<file path="src/rtl/cr_input_pkg.sv">
// rtl/cr_input_pkg.sv - shared move direction types and WASD keycode decode
package cr_input_pkg;

    typedef enum logic [1:0] {
        DIR_UP    = 2'd0,
        DIR_LEFT  = 2'd1,
        DIR_DOWN  = 2'd2,
        DIR_RIGHT = 2'd3
    } dir_t;

    typedef struct packed {
        logic valid;
        dir_t dir;
    } key_dec_t;

    localparam logic [7:0] KEY_W    = 8'h1A;
    localparam logic [7:0] KEY_A    = 8'h04;
    localparam logic [7:0] KEY_S    = 8'h16;
    localparam logic [7:0] KEY_D    = 8'h07;
    localparam logic [7:0] KEY_NONE = 8'h00;

    // Anything other than W/A/S/D, including the idle code, decodes as "none".
    function automatic key_dec_t key_to_dir(input logic [7:0] code);
        key_dec_t d;
        d.valid = 1'b1;
        d.dir   = DIR_UP;
        case (code)
            KEY_W:    d.dir = DIR_UP;
            KEY_A:    d.dir = DIR_LEFT;
            KEY_S:    d.dir = DIR_DOWN;
            KEY_D:    d.dir = DIR_RIGHT;
            KEY_NONE: d.valid = 1'b0;
            default:  d.valid = 1'b0;
        endcase
        return d;
    endfunction

endpackage

</file>
<file path="src/rtl/move_queue_if.sv">
// rtl/move_queue_if.sv - move handshake bundle between input stage and game logic
interface move_queue_if #(
    parameter int DEPTH = 4
);
    localparam int CW = $clog2(DEPTH) + 1;

    logic          MoveValid;
    logic [1:0]    MoveDir;
    logic          MoveAccept;
    logic [CW-1:0] Count;
    logic          Overflow;

    modport master (
        output MoveValid,
        output MoveDir,
        output Count,
        output Overflow,
        input  MoveAccept
    );

    modport slave (
        input  MoveValid,
        input  MoveDir,
        input  Count,
        input  Overflow,
        output MoveAccept
    );
endinterface

</file>
<file path="src/rtl/move_queue_fifo.sv">
// rtl/move_queue_fifo.sv - circular move FIFO with sticky overflow on dropped pushes
module move_fifo #(
    parameter int DEPTH = 4,
    parameter int WIDTH = 2
) (
    input  logic                   clk,
    input  logic                   rst_n,
    input  logic                   push,
    input  logic [WIDTH-1:0]       data_in,
    input  logic                   pop,
    output logic                   valid,
    output logic [WIDTH-1:0]       data_out,
    output logic [$clog2(DEPTH):0] count,
    output logic                   overflow
);
    localparam int AW = $clog2(DEPTH);
    localparam int CW = AW + 1;

    logic [WIDTH-1:0] mem [DEPTH];
    logic [AW-1:0]    wr_ptr;
    logic [AW-1:0]    rd_ptr;
    logic             full;
    logic             pop_en;
    logic             push_en;
    logic             drop;

    assign valid    = (count != '0);
    assign full     = (count == CW'(DEPTH));
    assign pop_en   = pop && valid;
    // A full FIFO still accepts a push when the head leaves in the same cycle.
    assign push_en  = push && (!full || pop_en);
    assign drop     = push && full && !pop_en;
    assign data_out = valid ? mem[rd_ptr] : '0;

    always_ff @(posedge clk) begin
        if (push_en) begin
            mem[wr_ptr] <= data_in;
        end
    end

    always_ff @(posedge clk or negedge rst_n) begin
        if (!rst_n) begin
            wr_ptr   <= '0;
            rd_ptr   <= '0;
            count    <= '0;
            overflow <= 1'b0;
        end else begin
            if (push_en) begin
                wr_ptr <= wr_ptr + AW'(1);
            end
            if (pop_en) begin
                rd_ptr <= rd_ptr + AW'(1);
            end
            case ({push_en, pop_en})
                2'b10:   count <= count + CW'(1);
                2'b01:   count <= count - CW'(1);
                default: count <= count;
            endcase
            if (drop) begin
                overflow <= 1'b1;
            end
        end
    end

endmodule

</file>
<file path="src/rtl/move_queue.sv">
// rtl/move_queue.sv - WASD press detector feeding a move FIFO; AUTO_REPEAT_EN adds held-key repeat
module move_queue
    import cr_input_pkg::*;
#(
    parameter int DEPTH         = 4,
    parameter int REPEAT_FRAMES = 12
) (
    input  logic         Clk,
    input  logic         Reset_n,
    input  logic [7:0]   Keycode,
    input  logic         FrameSync,
    move_queue_if.master mq
);
    if (DEPTH < 2 || DEPTH > 16 || (DEPTH & (DEPTH - 1)) != 0) begin : g_bad_depth
        $error("move_queue: DEPTH must be a power of two in 2..16");
    end
    if (REPEAT_FRAMES < 1 || REPEAT_FRAMES > 255) begin : g_bad_repeat
        $error("move_queue: REPEAT_FRAMES must be in 1..255");
    end

    logic [7:0] key_q;
    logic [7:0] key_qq;
    logic       fs_q;
    key_dec_t   dec;
    logic       key_changed;
    logic       press_push;
    logic       rpt_push;
    logic       tick;

    assign dec         = key_to_dir(key_q);
    assign key_changed = (key_q != key_qq);
    // Releases and non-direction codes only move the history along.
    assign press_push  = key_changed && dec.valid;
    assign tick        = FrameSync & ~fs_q;

    always_ff @(posedge Clk or negedge Reset_n) begin
        if (!Reset_n) begin
            key_q  <= 8'h00;
            key_qq <= 8'h00;
            fs_q   <= 1'b0;
        end else begin
            key_q  <= Keycode;
            key_qq <= key_q;
            fs_q   <= FrameSync;
        end
    end

`ifdef AUTO_REPEAT_EN
    localparam logic [7:0] RPT_LAST = 8'(REPEAT_FRAMES - 1);

    logic [7:0] rpt_cnt;

    // Counter is forced clear on any key change, so this never coincides with a press.
    assign rpt_push = tick && !key_changed && dec.valid && (rpt_cnt == RPT_LAST);

    always_ff @(posedge Clk or negedge Reset_n) begin
        if (!Reset_n) begin
            rpt_cnt <= 8'd0;
        end else if (key_changed || !dec.valid) begin
            rpt_cnt <= 8'd0;
        end else if (tick) begin
            rpt_cnt <= rpt_push ? 8'd0 : rpt_cnt + 8'd1;
        end
    end
`else
    logic unused_tick;

    assign rpt_push    = 1'b0;
    assign unused_tick = tick;
`endif

    move_fifo #(
        .DEPTH (DEPTH),
        .WIDTH (2)
    ) u_fifo (
        .clk      (Clk),
        .rst_n    (Reset_n),
        .push     (press_push || rpt_push),
        .data_in  (dec.dir),
        .pop      (mq.MoveAccept),
        .valid    (mq.MoveValid),
        .data_out (mq.MoveDir),
        .count    (mq.Count),
        .overflow (mq.Overflow)
    );

endmodule

</file>
<file path="src/flat_wrapper.sv">
// flat-port wrapper written by rule: the top's interface ports become plain ports
module move_queue_flat import cr_input_pkg::*;
#(
    parameter int DEPTH         = 4,
    parameter int REPEAT_FRAMES = 12
)
  (Clk, Reset_n, Keycode, FrameSync, mq_MoveValid, mq_MoveDir, mq_Count, mq_Overflow, mq_MoveAccept);
  move_queue_if #(.DEPTH(DEPTH)) mq_i ();
  input  logic Clk;
  input  logic Reset_n;
  input  logic [7:0] Keycode;
  input  logic FrameSync;
  output wire logic [$bits(mq_i.MoveValid)-1:0] mq_MoveValid;
  output wire logic [$bits(mq_i.MoveDir)-1:0] mq_MoveDir;
  output wire logic [$bits(mq_i.Count)-1:0] mq_Count;
  output wire logic [$bits(mq_i.Overflow)-1:0] mq_Overflow;
  input wire logic [$bits(mq_i.MoveAccept)-1:0] mq_MoveAccept;
  assign mq_MoveValid = mq_i.MoveValid;
  assign mq_MoveDir = mq_i.MoveDir;
  assign mq_Count = mq_i.Count;
  assign mq_Overflow = mq_i.Overflow;
  assign mq_i.MoveAccept = mq_MoveAccept;
  move_queue #(.DEPTH(DEPTH), .REPEAT_FRAMES(REPEAT_FRAMES)) u_core (.Clk(Clk), .Reset_n(Reset_n), .Keycode(Keycode), .FrameSync(FrameSync), .mq(mq_i));
endmodule
</file>
<file path="config.mk">
export PLATFORM = sky130hd
export DESIGN_NAME = move_queue_flat
export DESIGN_NICKNAME = d
export VERILOG_FILES = /design/src/rtl/cr_input_pkg.sv /design/src/rtl/move_queue_if.sv /design/src/rtl/move_queue_fifo.sv /design/src/rtl/move_queue.sv /design/src/flat_wrapper.sv
export SDC_FILE = /design/constraint.sdc
export NUM_CORES = 1
export LEC_CHECK = 0
export BUFFER_PORTS_ARGS = -buffer_cell sky130_fd_sc_hd__buf_2
export CAP_MARGIN = 30
export CORE_MARGIN = 2
export CORE_UTILIZATION = 30
export CTS_BUF_LIST = sky130_fd_sc_hd__clkbuf_16
export DETAILED_ROUTE_END_ITERATION = 8
export MAX_ROUTING_LAYER = met4
export PLACE_DENSITY = 0.55
export SETUP_SLACK_MARGIN = 0.02
export SYNTH_ARGS = -nofsm -noshare
export SYNTH_HDL_FRONTEND = slang
export SYNTH_SLANG_ARGS = --single-unit
export TNS_END_PERCENT = 10
</file>
<file path="constraint.sdc">
create_clock -name Clk -period 3.3 [get_ports Clk]
set_clock_uncertainty 0.05 [all_clocks]
set_input_delay 0.99 -clock Clk [delete_from_list [all_inputs] [get_ports Clk]]
set_output_delay 0.99 -clock Clk [all_outputs]
set_load 0.02 [all_outputs]
</file>
==> metrics.txt <==
startpoint types flip-flop; Num CTS Buffers 5; largest net degree at the start of global routing 25; Post-Synth Simple-Gate Area between 10% and 20%; outcome finished clean; Total GRT Usage between 10% and 20%; detailed placement HPWL 1610 µm; Data arrival, critical path 3130 ps; Crit Path Category reg -> reg; GRT overflow 0; worst hold path class reg -> reg; YS warnings 0; critical path peak fanout 5; Core ar. 4350 µm²; nets@finish between 100 and 150; Max-slew headroom between 60% and 70%; switching share of power between 20% and 30%; Synth Area per Inst approximately 15 µm²; VDD IR max 0.297 mV; IO Port Bufs 17; Leak Pwr approximately 0.69 nW; register area share after synthesis 62.2%; First-pass DRT Iterations 4; largest family of logic cells by synthesized area simple AND/OR/NAND/NOR gates; XOR/XNOR share of the synthesized area 9.72%; Post-Synth Adder-Cell Area just over 5%; clk root buf clkbuf_16; htree depth 2; Final ANT Viol Nets 0; most frequent cells in the layout 24 x dfrtp_1, 17 x buf_2, 13 x xnor2_1; Post-Synthesis Cells 93; row count 24; final max-slew violation count 0; initial antenna violation count 0; first-pass GRT wire length 3880 µm; Internal Power just under 0.9 mW; Die Wd 71.1 µm; setup_tns 0 ps; area leader, netlist dfrtp_1; non-filler cells, final between 150 and 200; fill count approximately 400; n_diodes 0; Worst path max stage delay roughly 500 ps; CTS tree built; post-synthesis compound-gate area fraction around 2.4%; DR vias/cell 4.53; fraction of layout cells with a size suffix above 1 28.8%; flip-flop and latch count after synthesis 32; Placed Instances 162; RSZ-0062 raised after global routing no; hold buffers post-CTS 0; vias in the first global route 887; number of flops mapped to enable cells by yosys 8; FMAX approximately 330 MHz; PnR worst setup slack 263 ps; worst-margin pin slew roughly 550 ps; Worst-Skew Late Latency ~270 ps; asr flop ratio synth between 70 and 80%; most common cell after layout, fill and taps aside dfrtp_1; area share of the largest cell type after synthesis about 44%; portion of netlist area occupied by mux cells approximately 4.2%; period utilization between 90% and 100%; Max-Cap Viols 0; clk slew on worst S/H paths ~50 ps; io pins 19; Period minus WS final roughly 3000 ps; synthesized area ~1400 µm²; PD cells 769 nW/µm²; maximum buffer depth of the clock tree 2; largest cells by area after synthesis dfrtp_1 44%, edfxtp_1 18%, xnor2_1 8.4%; vias 770; clock share of power between 30% and 40%; Final setup viols 0; gp weighted congestion 0.750; Reg power frac approximately two fifths; multi-input logic area 499 µm²; Net Switching roughly 0.38 mW; # DRC 0; routed len/inst about 13 µm; Die H 71.1 µm; Final Hold Fails 0; Most used DFF post-synth dfrtp_1; Starting Density 31.0%; drt total wl roughly 2100 µm; area growth from synthesis to layout 21.8%; delay-heaviest family, CP simple AND/OR/NAND/NOR gates; crit path capture type flip-flop; Logic pwr share about 25%; die area between 5000 and 6000 µm²; syn nets between 100 and 150; First DRT Iteration DRCs 37; worst slack, placed between 100 and 150 ps; CP Cell Sequence xor2_1 > or4b_1 > and2_4 > o31ai_2 > inv_1 > fa_1 > and4b_2 > or4_1; Crit path buffers/inverters 1; CP max stage cell or4_1; Register Area approximately 840 µm²; Unique masters post-synth 31; clock sink count 32; Critical Path RT 3390 ps
power groups by stage:
stage          logic (mW)  clock network, mW  registers (mW)
2_1_floorplan       0.202                  0           0.547
4_1_cts             0.320              0.426           0.533
3_3_place_gp        0.302                  0           0.530
5_1_grt             0.352              0.442           0.540
3_5_place_dp        0.320                  0           0.539
6_report            0.320              0.414           0.531
worst paths after layout:
path / start / to / slack, ps / depth (start not counted)
max reg2reg: u_core.key_q[0]$_DFF_PN0_ / u_core.u_fifo.count[2]$_DFFE_PN0P_ / 260 / 8
min reg2reg: u_core.key_q[6]$_DFF_PN0_ / u_core.key_qq[6]$_DFF_PN0_ / 360 / 0
max: u_core.key_q[0]$_DFF_PN0_ / u_core.u_fifo.count[2]$_DFFE_PN0P_ / 260 / 8
min in group asynchronous: Reset_n / u_core.u_fifo.wr_ptr[0]$_DFFE_PN0P_ / 650 / 1
max in group asynchronous: Reset_n / u_core.key_q[3]$_DFF_PN0_ / 2170 / 1
min: u_core.key_q[6]$_DFF_PN0_ / u_core.key_qq[6]$_DFF_PN0_ / 360 / 0
through the flow:
stage | hold WS, ps | instance area [µm²] | utilization [%] | power, mW
2_1_floorplan | 336 | 1350 | - | 0.749
3_3_place_gp | 359 | 1500 | 34.5 | 0.832
3_5_place_dp | 353 | 1500 | 34.5 | 0.859
4_1_cts | 369 | 1640 | 37.7 | 1.28
5_1_grt | 384 | 1650 | 37.8 | 1.33
6_report | 362 | 1650 | 37.8 | 1.27
metal layers:
layer  GRT usage [%]  vias up  wire (µm)
met5               -        -          0
met1            11.0      365        878
met4            8.18        0         89
met3            3.28        9        127
met2            16.4       24       1050
li1                -      372          -
registers in the layout, summed over array words and instances, names as in the netlist:
signal	flops
u_core.u_fifo.overflow	1
u_core.u_fifo.mem	8
u_core.u_fifo.rd_ptr	2
u_core.key_qq	8
u_core.u_fifo.count	3
u_core.key_q	8
u_core.u_fifo.wr_ptr	2
layout make-up:
class	count	share of cell area, %
clock buffers	5	7.60
clock inverters	3	0.684
multi-input cells	57	30.3
repair buffers	18	5.63
inverters	3	0.684
well taps	52	3.95
flip-flops and latches	32	51.1
Yosys cell counts, types with 2 or more instances:
| cell | instances |
|---|---|
| nand2_1 | 4 |
| ha_1 | 4 |
| nor3_1 | 3 |
| dfrtp_1 | 24 |
| nor2_1 | 2 |
| or3_1 | 2 |
| nand4_1 | 2 |
| xor2_1 | 2 |
| and2_1 | 3 |
| edfxtp_1 | 8 |
| mux4_2 | 2 |
| xnor2_1 | 13 |
| inv_1 | 3 |
| and2_2 | 4 |
cell families after synthesis:
logic type / after synthesis
mux: 3
flops: 32
compound gates: 5
fa+ha+maj: 5
simple gates: 29
xor+xnor: 15
buf+inv: 4
repair_timing:
| item | 4_1_cts | 5_1_grt |
|---|---|---|
| gates resized for setup | 0 | 1 |
| setup endpoints to repair | 0 | 1 |
| setup buffers | 0 | 0 |
Power figures use the tool's default switching activity.
